## src/rtl/crc_lfsr_engine.sv

```systemverilog
// crc_lfsr_engine: bit-serial parametrised CRC generator with valid/ready beat input; optional received-CRC compare under CRC_CHECK_EN
module crc_lfsr_engine #(
  parameter int CRC_W = 5,
  parameter logic [CRC_W-1:0] POLY = 5'b00101,
  parameter logic [CRC_W-1:0] SEED = 5'b11111,
  parameter int DATA_W = 8,
  parameter bit MSB_FIRST = 1'b1
) (
  input  logic              i_sys_clk,
  input  logic              i_sys_rst,
  input  logic              i_enable,
  input  logic [DATA_W-1:0] i_data,
  input  logic              i_valid,
  input  logic              i_last,
  output logic              o_ready,
  output logic [CRC_W-1:0]  o_crc_value,
  output logic              o_crc_valid,
`ifdef CRC_CHECK_EN
  input  logic [CRC_W-1:0]  i_rx_crc,
  output logic              o_crc_error,
`endif
  output logic              o_busy
);
  localparam int CNT_W = DATA_W > 1 ? $clog2(DATA_W) : 1;
  typedef enum logic [1:0] {IDLE, SHIFT, GAP, DONE} state_t;
  state_t state, state_nxt;
  logic [CRC_W-1:0] lfsr;
  logic [DATA_W-1:0] sr;
  logic [CNT_W-1:0] cnt;
  logic last_q, accept, end_beat, bit_in, fb;
`ifdef CRC_CHECK_EN
  logic [CRC_W-1:0] rx_q;
`endif
  assign accept = i_valid & o_ready;
  assign end_beat = cnt == CNT_W'(DATA_W - 1);
  assign bit_in = MSB_FIRST ? sr[DATA_W-1] : sr[0];
  assign fb = bit_in ^ lfsr[CRC_W-1];
  // state register; reset or disable always returns to IDLE
  always_ff @(posedge i_sys_clk or negedge i_sys_rst)
    if (!i_sys_rst) state <= IDLE;
    else state <= state_nxt;
  // next-state: one beat shifts for DATA_W cycles, then waits for more or reports
  always_comb begin
    state_nxt = state;
    if (!i_enable) state_nxt = IDLE;
    else
      case (state)
        IDLE:    state_nxt = accept ? SHIFT : IDLE;
        SHIFT:   state_nxt = end_beat ? (last_q ? DONE : GAP) : SHIFT;
        GAP:     state_nxt = accept ? SHIFT : GAP;
        default: state_nxt = IDLE;
      endcase
  end
  // handshake and status outputs; ready is forced low while reset is held
  always_comb begin
    o_ready = i_sys_rst & i_enable & (state == IDLE || state == GAP);
    o_busy = state == SHIFT || state == GAP;
  end
  // datapath: beat capture, LFSR stepping and result registers
  always_ff @(posedge i_sys_clk or negedge i_sys_rst)
    if (!i_sys_rst) begin
      lfsr <= SEED;
      sr <= '0;
      cnt <= '0;
      last_q <= 1'b0;
      o_crc_value <= '0;
      o_crc_valid <= 1'b0;
`ifdef CRC_CHECK_EN
      rx_q <= '0;
      o_crc_error <= 1'b0;
`endif
    end else if (!i_enable) begin
      lfsr <= SEED;
      cnt <= '0;
      last_q <= 1'b0;
      o_crc_value <= '0;
      o_crc_valid <= 1'b0;
`ifdef CRC_CHECK_EN
      o_crc_error <= 1'b0;
`endif
    end else begin
      o_crc_valid <= 1'b0;
      if (accept) begin
        sr <= i_data;
        last_q <= i_last;
        if (state == IDLE) lfsr <= SEED;
`ifdef CRC_CHECK_EN
        if (i_last) rx_q <= i_rx_crc;
`endif
      end
      if (state == SHIFT) begin
        lfsr <= (lfsr << 1) ^ (fb ? POLY : '0);
        sr <= MSB_FIRST ? sr << 1 : sr >> 1;
        cnt <= end_beat ? '0 : cnt + 1'b1;
      end
      if (state == DONE) begin
        o_crc_value <= lfsr;
        o_crc_valid <= 1'b1;
`ifdef CRC_CHECK_EN
        o_crc_error <= lfsr != rx_q;
`endif
      end
    end
endmodule

```

## config.mk

```make
export PLATFORM = sky130hd
export DESIGN_NAME = crc_lfsr_engine
export DESIGN_NICKNAME = d
export VERILOG_FILES = /design/src/rtl/crc_lfsr_engine.sv
export SDC_FILE = /design/constraint.sdc
export NUM_CORES = 1
export LEC_CHECK = 0
export ABC_AREA = 1
export CAP_MARGIN = 0
export CORE_MARGIN = 8
export CORE_UTILIZATION = 32
export CTS_BUF_LIST = sky130_fd_sc_hd__clkbuf_2
export DETAILED_ROUTE_END_ITERATION = 12
export DONT_BUFFER_PORTS = 1
export PLACE_DENSITY = 0.55
export SETUP_SLACK_MARGIN = 0.02
export SLEW_MARGIN = 10
export SYNTH_ARGS = -nofsm -noshare
export SYNTH_HDL_FRONTEND = slang
export SYNTH_SLANG_ARGS = --single-unit
```

## constraint.sdc

```tcl
create_clock -name i_sys_clk -period 1.8 [get_ports i_sys_clk]
set_clock_uncertainty 0.05 [all_clocks]
set_input_delay 0.36 -clock i_sys_clk [delete_from_list [all_inputs] [get_ports i_sys_clk]]
set_output_delay 0.36 -clock i_sys_clk [all_outputs]
set_load 0.01 [all_outputs]
```

==> results of run 1 <==
[cell type report]
cell class / instances / area [um^2]
fill: 383 / 2295
sequential: 25 / 631.9
multi-input combinational: 91 / 524.3
inverter: 24 / 90.09
timing repair buffer: 7 / 67.56
tap: 48 / 60.06
clock buffer: 4 / 20.02
[worst paths after layout]
kind,from,to,depth (start not counted)
hold reg to reg,lfsr[0]$_DFFE_PN1P_,lfsr[0]$_DFFE_PN1P_,2
max in group asynchronous,i_sys_rst,lfsr[0]$_DFFE_PN1P_,2
min in group asynchronous,i_sys_rst,sr[3]$_DFFE_PN0P_,2
setup / recovery,state[1]$_DFF_PN0_,o_ready,4
setup reg to reg,state[1]$_DFF_PN0_,lfsr[3]$_DFFE_PN1P_,7
hold / removal,i_enable,last_q$_DFFE_PN0P_,2
[routing by layer]
layer	vias to the layer above	GRT usage, %
met5	-	0
met4	0	2.222
met3	2	3.645
met2	23	14.58
met1	465	9.953
li1	475	-
[what timing repair did]
action / 4_1_cts / 5_1_grt
endpoints found under the setup margin: 0 / 1
resized for setup: 0 / 7
setup buffers: 0 / 3
hold buffers: 2 / 0
hold endpoints to repair: 25 / 0
[critical path: cells and delay by family (launching register included)]
family / cells / cell delay (ns)
and+or+nand+nor: 2 / 0.24
buffers and inverters: 1 / 0.11
adders and majority gates: 1 / 0.14
DFF: 1 / 0.49
[flip-flops by register name, summed over array words and instances (netlist names)]
signal       cells
lfsr             5
last_q           1
o_crc_value      5
sr               8
state            2
cnt              3
o_crc_valid      1
[layout by cell type (no fill, tap or decap), types with 2 or more instances in the layout]
cell,netlist,layout
nand2_4,2,2
inv_2,0,2
nor2_2,1,2
o22ai_1,5,5
buf_4,0,5
nand3_1,11,11
o21ai_0,7,7
inv_1,24,22
ha_4,0,2
ha_1,6,4
nor2_1,7,6
dfstp_2,5,5
a21oi_1,8,8
a22o_1,2,2
o21ai_1,2,2
nand2_1,33,33
clkbuf_2,0,4
dfrtp_1,20,20
nand4_1,2,2
[cells by family after synthesis]
family | count (synthesis) | synth area share, %
AOI/OAI and AO/OA | 25 | 11.38
adders and majority gates | 6 | 6.042
and+or+nand+nor | 60 | 22.56
DFF | 25 | 50.86
buffers and inverters | 28 | 9.164
[power by group]
group / total, mW / switching (mW) / leakage [nW] / internal [mW]
registers: 0.654 / 0.0252 / 0.319 / 0.629
logic: 0.186 / 0.120 / 0.370 / 0.0656
clock network: 0.214 / 0.156 / 0.0166 / 0.0587
[stage by stage]
step	hold WS [ns]	std cells	total power, mW
CTS	0.05387	196	1.068
finish	0.07737	199	1.054
detailed placement	0.01544	190	0.8281
floorplan	0.01441	144	0.7903
global placement	0.01525	190	0.8222
global route	0.05062	199	1.121
==> results.md, run 1 <==
- Status: finished clean
- CP cell instances: inv_2 -> ha_4 -> nor2_2 -> nor2_4
- Die height: 78.31 um
- # rows: 22
- Total global routing overflow: 0
- Syn Area/Cell: about 8.6 um^2
- First-pass GRT wire length: 4381 um
- Antenna violations before repair: 0
- Highest metal used: met4
- Post-synth EDFFs: 0
- Synthesis Warnings: 0
- Fin area: 1394 um^2
- Synth-to-layout area growth: 12.19%
- Vias in the first global route: 939
- Dpl cell area: 1294 um^2
- Worst slack, placed: approximately 0.26 ns
- Flop-to-flop setup slack: 0.15 ns
- HPWL Detailed: 1890 um
- CTS Buf Count: 3
- Worst Hold Class: in -> reg
- Commonest cells post-synth: nand2_1, inv_1, dfrtp_1
- Final period util: 95.54%
- M1 WL: 1164 um
- Netlist cell types: 23
- Critical Path RT: 1.39 ns
- Final hold violations: 0
- Max-cap viol count: 0
- PD cells: 756.5 nW/um^2
- Starting Density: 33.68%
- Final setup viols: 0
- Max stage delay on crit path: 0.49 ns
- Slowest-stage cell, CP: dfrtp_1
- Latest clock arrival within the worst-skew pair: 0.33 ns
- Met2 WL post-DR: roughly 1300 um
- Total track usage: between 8 and 9%
- Final core occ: 37.79%
- Setup TNS: 0 ns
- Core Region: around 3700 um^2
- Number of remaining DRC errors: 0
- Post-synth ARST share: 100.0%
- H-tree levels: 1
- Met3 wire len: 195 um
- Cell Area, Synth: 1242 um^2
- Drt pass-1 iters: 4
- Crit. End Element: output port
- Boundary Pins: 21
- Cells taking the most area after synthesis: dfrtp_1, dfstp_2, nand2_1
- Max Clk Rate: 0.5815 GHz
- Clock root cell: clkbuf_2
- Largest net degree at the start of global routing: 26
- Arrival time worst endpoint: 1.31 ns
- Most numerous cell in the Yosys netlist: nand2_1
- Clock Sinks: 25
- DR vias: 965
- Final Max Slew Viols: 0
- Tmin final: between 1.5 and 2 ns
- Syn Nets: 163
- Port Buffers: 0
- Placer congestion estimate: 0.8670
- Crit path max fanout: 5
- Register bit total from synthesis: 25
- Post-Route WL: 2679 um
- Initial DRC Count: 36
- Layout cells sized above 1: 17.88%
- Post-DRT Antenna Nets: 0
- Clock Path Buffers: 2
- Peak supply drop: roughly 400 uV
- Crit path kind: reg -> out
- Final worst slack: 0.08033 ns
- TritonCTS clock tree: built
- RSZ-0062 raised after global routing: true
- Dominant synthesized flop cell: dfrtp_1
- Worst Tran Pin Value: around 0.30 ns
- Diode count: 0
- Static Leakage: 0.7050 nW
- Relative slew margins: 79.72%
- Die width: 78.31 um
- Avg Vias per Cell: 4.849
- Yosys top cell by area: dfrtp_1
- Clock-pin slew on the worst setup and hold paths: 0.22 ns
- Top cell type's share of synthesized area: 40.28%
- Layout Nets: about 170
- DR WL/cell: around 13 um
- Critical Path Start Type: flop
- Die area: 6132 um^2
- Syn Inst Count: 144
- Seq/Total Area, Yosys: 50.86%
No activity file was read; power rests on OpenSTA's default activity.
==> run 2, diff against run 1 <==
--- a/config.mk
+++ b/config.mk
@@ -12,7 +12,7 @@
 export CTS_BUF_LIST = sky130_fd_sc_hd__clkbuf_2
 export DETAILED_ROUTE_END_ITERATION = 12
 export DONT_BUFFER_PORTS = 1
-export PLACE_DENSITY = 0.55
+export PLACE_DENSITY = 0.56
 export SETUP_SLACK_MARGIN = 0.02
 export SLEW_MARGIN = 10
 export SYNTH_ARGS = -nofsm -noshare
==> constraint.sdc (replaced) <==
create_clock -name i_sys_clk -period 1.5 [get_ports i_sys_clk]
set_clock_uncertainty 0.05 [all_clocks]
set_input_delay 0.3 -clock i_sys_clk [delete_from_list [all_inputs] [get_ports i_sys_clk]]
set_output_delay 0.3 -clock i_sys_clk [all_outputs]
set_load 0.01 [all_outputs]
==> results.md, run 2 (synthesis gave the netlist of run 1 again) <==
- Largest net degree at the start of global routing: 26 (unchanged)
- Final setup viols: 2 (+2)
- Drt pass-1 iters: 5 (+1)
- Max-cap viol count: 0 (unchanged)
- TritonCTS clock tree: built
- Status: finished, violations left
- Layout Nets: 178 (+4.1%)
- Placer congestion estimate: 0.8343 (-3.8%)
- Number of remaining DRC errors: 0 (unchanged)
- Flop-to-flop setup slack: 0.03 ns (-0.12 ns)
- Worst Tran Pin Value: 0.2704 ns (-0.03342 ns)
- Antenna violations before repair: 0 (unchanged)
- Fin area: 1638 um^2 (+18%)
- Top delay family on crit path: flip-flops
- Initial DRC Count: 34 (-5.6%)
- # rows: 22 (unchanged)
- Crit path max fanout: 3 (-2)
- DR vias: 994 (+3.0%)
- Synth-to-layout area growth: 31.82%
- Max stage delay on crit path: 0.48 ns (about the same)
- HPWL Detailed: 1855 um (-1.9%)
- Crit path buf inv count: 2 (+1)
- DR WL/cell: 13.86 um (+3.0%)
- Post-Route WL: 2856 um (+6.6%)
- Hold WS: 0.01698 ns (-0.06038 ns)
- Crit path top cell by count: nor2_4
- Vias in the first global route: 1,021 (+8.7%)
- Relative slew margins: 81.93% (+2.2 points)
- Latest clock arrival within the worst-skew pair: 0.38 ns (+0.05 ns)
- Diode count: 0 (unchanged)
- PD cells: 850.4 nW/um^2 (+12%)
- RSZ-0062 raised after global routing: true
- Most common cell after layout, fill and taps aside: nand2_1
- Clock Sinks: 25 (unchanged)
- Critical Path RT: 1.15 ns (-0.24 ns)
- Die area: 6132 um^2 (unchanged)
- Die width: 78.31 um (unchanged)
- Post-DRT Antenna Nets: 0 (unchanged)
- Critical Path Start Type: flop
- Dpl cell area: 1309 um^2 (+1.2%)
- Starting Density: 33.68% (unchanged)
- Biggest regs: sr: 8 flops, lfsr: 5 flops, o_crc_value: 5 flops
- Max Clk Rate: 0.5918 GHz
- Clock root cell: clkbuf_2
- Final hold violations: 0 (unchanged)
- Crit path kind: reg -> out
- Total track usage: 9.153% (+0.46 points)
- Tmin final: 1.690 ns
- Static Leakage: 0.7679 nW (+8.9%)
- Die height: 78.31 um (unchanged)
- Failing checks: setup timing
- H-tree levels: 1 (unchanged)
- Clock Path Buffers: 2 (unchanged)
- CP cell instances: inv_2 -> ha_4 -> nor2_4 -> nor2_4 -> buf_6
- Peak supply drop: 331.3 uV (-19%)
- Port Buffers: 0 (unchanged)
- Boundary Pins: 21 (unchanged)
- Total global routing overflow: 0 (unchanged)
- Arrival time worst endpoint: 1.34 ns (+0.03 ns)
- CTS Buf Count: 3 (unchanged)
- Top reg by flops: sr
- Tot Pwr: 1.393 mW (+32%)
- First-pass GRT wire length: 4588 um (+4.7%)
- Slowest-stage cell, CP: dfrtp_1
- Final worst slack: -0.1897 ns (-0.2701 ns)
- Commonest non-fill, non-tap cells in the layout: nand2_1, inv_1, dfrtp_1
- Final Max Slew Viols: 0 (unchanged)
- Core Region: 3689 um^2 (unchanged)
- Layout cells sized above 1: 35.44% (+18 points)
- Worst Hold Class: in -> reg
- Clock-pin slew on the worst setup and hold paths: 0.23 ns (about the same)
- Avg Vias per Cell: 4.825 (-0.49%)
- Final period util: 112.6%
- Crit. End Element: output port
- Max reg flops: 8 (unchanged)
==> run 2: cell count changes in the layout (fill, tap and decap cells not counted), sizes merged <==
cell,previous run,this run
nand2,36,37
clkinvlp,0,1
dlygate4sd3,1,2
buf,6,10
==> run 2: cell type report <==
cell class / count / area, um^2
fill: 347 / 2051
clock inverter: 1 / 7.507
timing repair buffer: 13 / 151.4
inverter: 24 / 92.59
tap: 48 / 60.06
multi-input combinational: 92 / 679.4
sequential: 25 / 631.9
clock buffer: 3 / 15.01
==> run 2: what timing repair did <==
item                                   in CTS  in global routing
cloned                                      0                  2
pin swaps                                   4                 12
endpoints found under the hold margin      26                  0
setup endpoints to repair                   2                 20
resized for setup                          19                 33
setup buffers                               4                  2
hold buffers                                3                  0
==> run 2: where the power goes <==
group / internal [mW] / switching (mW)
clock: 0.0618 / 0.224
sequential: 0.756 / 0.0357
combinational: 0.132 / 0.184
==> run 2: stage by stage <==
step	util, %	std cells	setup TNS (ns)	setup slack (ns)
3_5_place_dp	35.48	192	0	0.05946
2_1_floorplan	-	144	0	0.07841
3_3_place_gp	35.48	192	0	0.08459
5_1_grt	44.40	206	-0.6667	-0.2863
6_report	44.40	206	-0.2380	-0.1897
4_1_cts	40.23	203	-0.2882	-0.2295
==> run 2: path summary, 6_finish.rpt <==
kind / startpoint / end / cells after the start
setup / recovery: state[1]$_DFF_PN0_ / o_ready / 5
hold / removal: i_enable / last_q$_DFFE_PN0P_ / 2
setup reg to reg: state[1]$_DFF_PN0_ / sr[2]$_DFFE_PN0P_ / 8
hold reg to reg: lfsr[0]$_DFFE_PN1P_ / lfsr[0]$_DFFE_PN1P_ / 2
max in group asynchronous: i_sys_rst / lfsr[0]$_DFFE_PN1P_ / 2
min in group asynchronous: i_sys_rst / sr[5]$_DFFE_PN0P_ / 2
==> run 2: per-layer routing <==
| layer | wire (um) | track usage [%] |
|---|---|---|
| met4 | 46 | 3.519 |
| met2 | 1300 | 14.42 |
| met3 | 203 | 3.075 |
| met1 | 1305 | 11.28 |
| met5 | 0 | 0 |
==> run 2: worst reg2reg max path: cells and delay by family (launching register included) <==
family | cells | cell delay, ns
simple gates | 2 | 0.11
fa+ha+maj | 1 | 0.22
buf+inv | 3 | 0.35
compound gates | 2 | 0.21
flops | 1 | 0.49
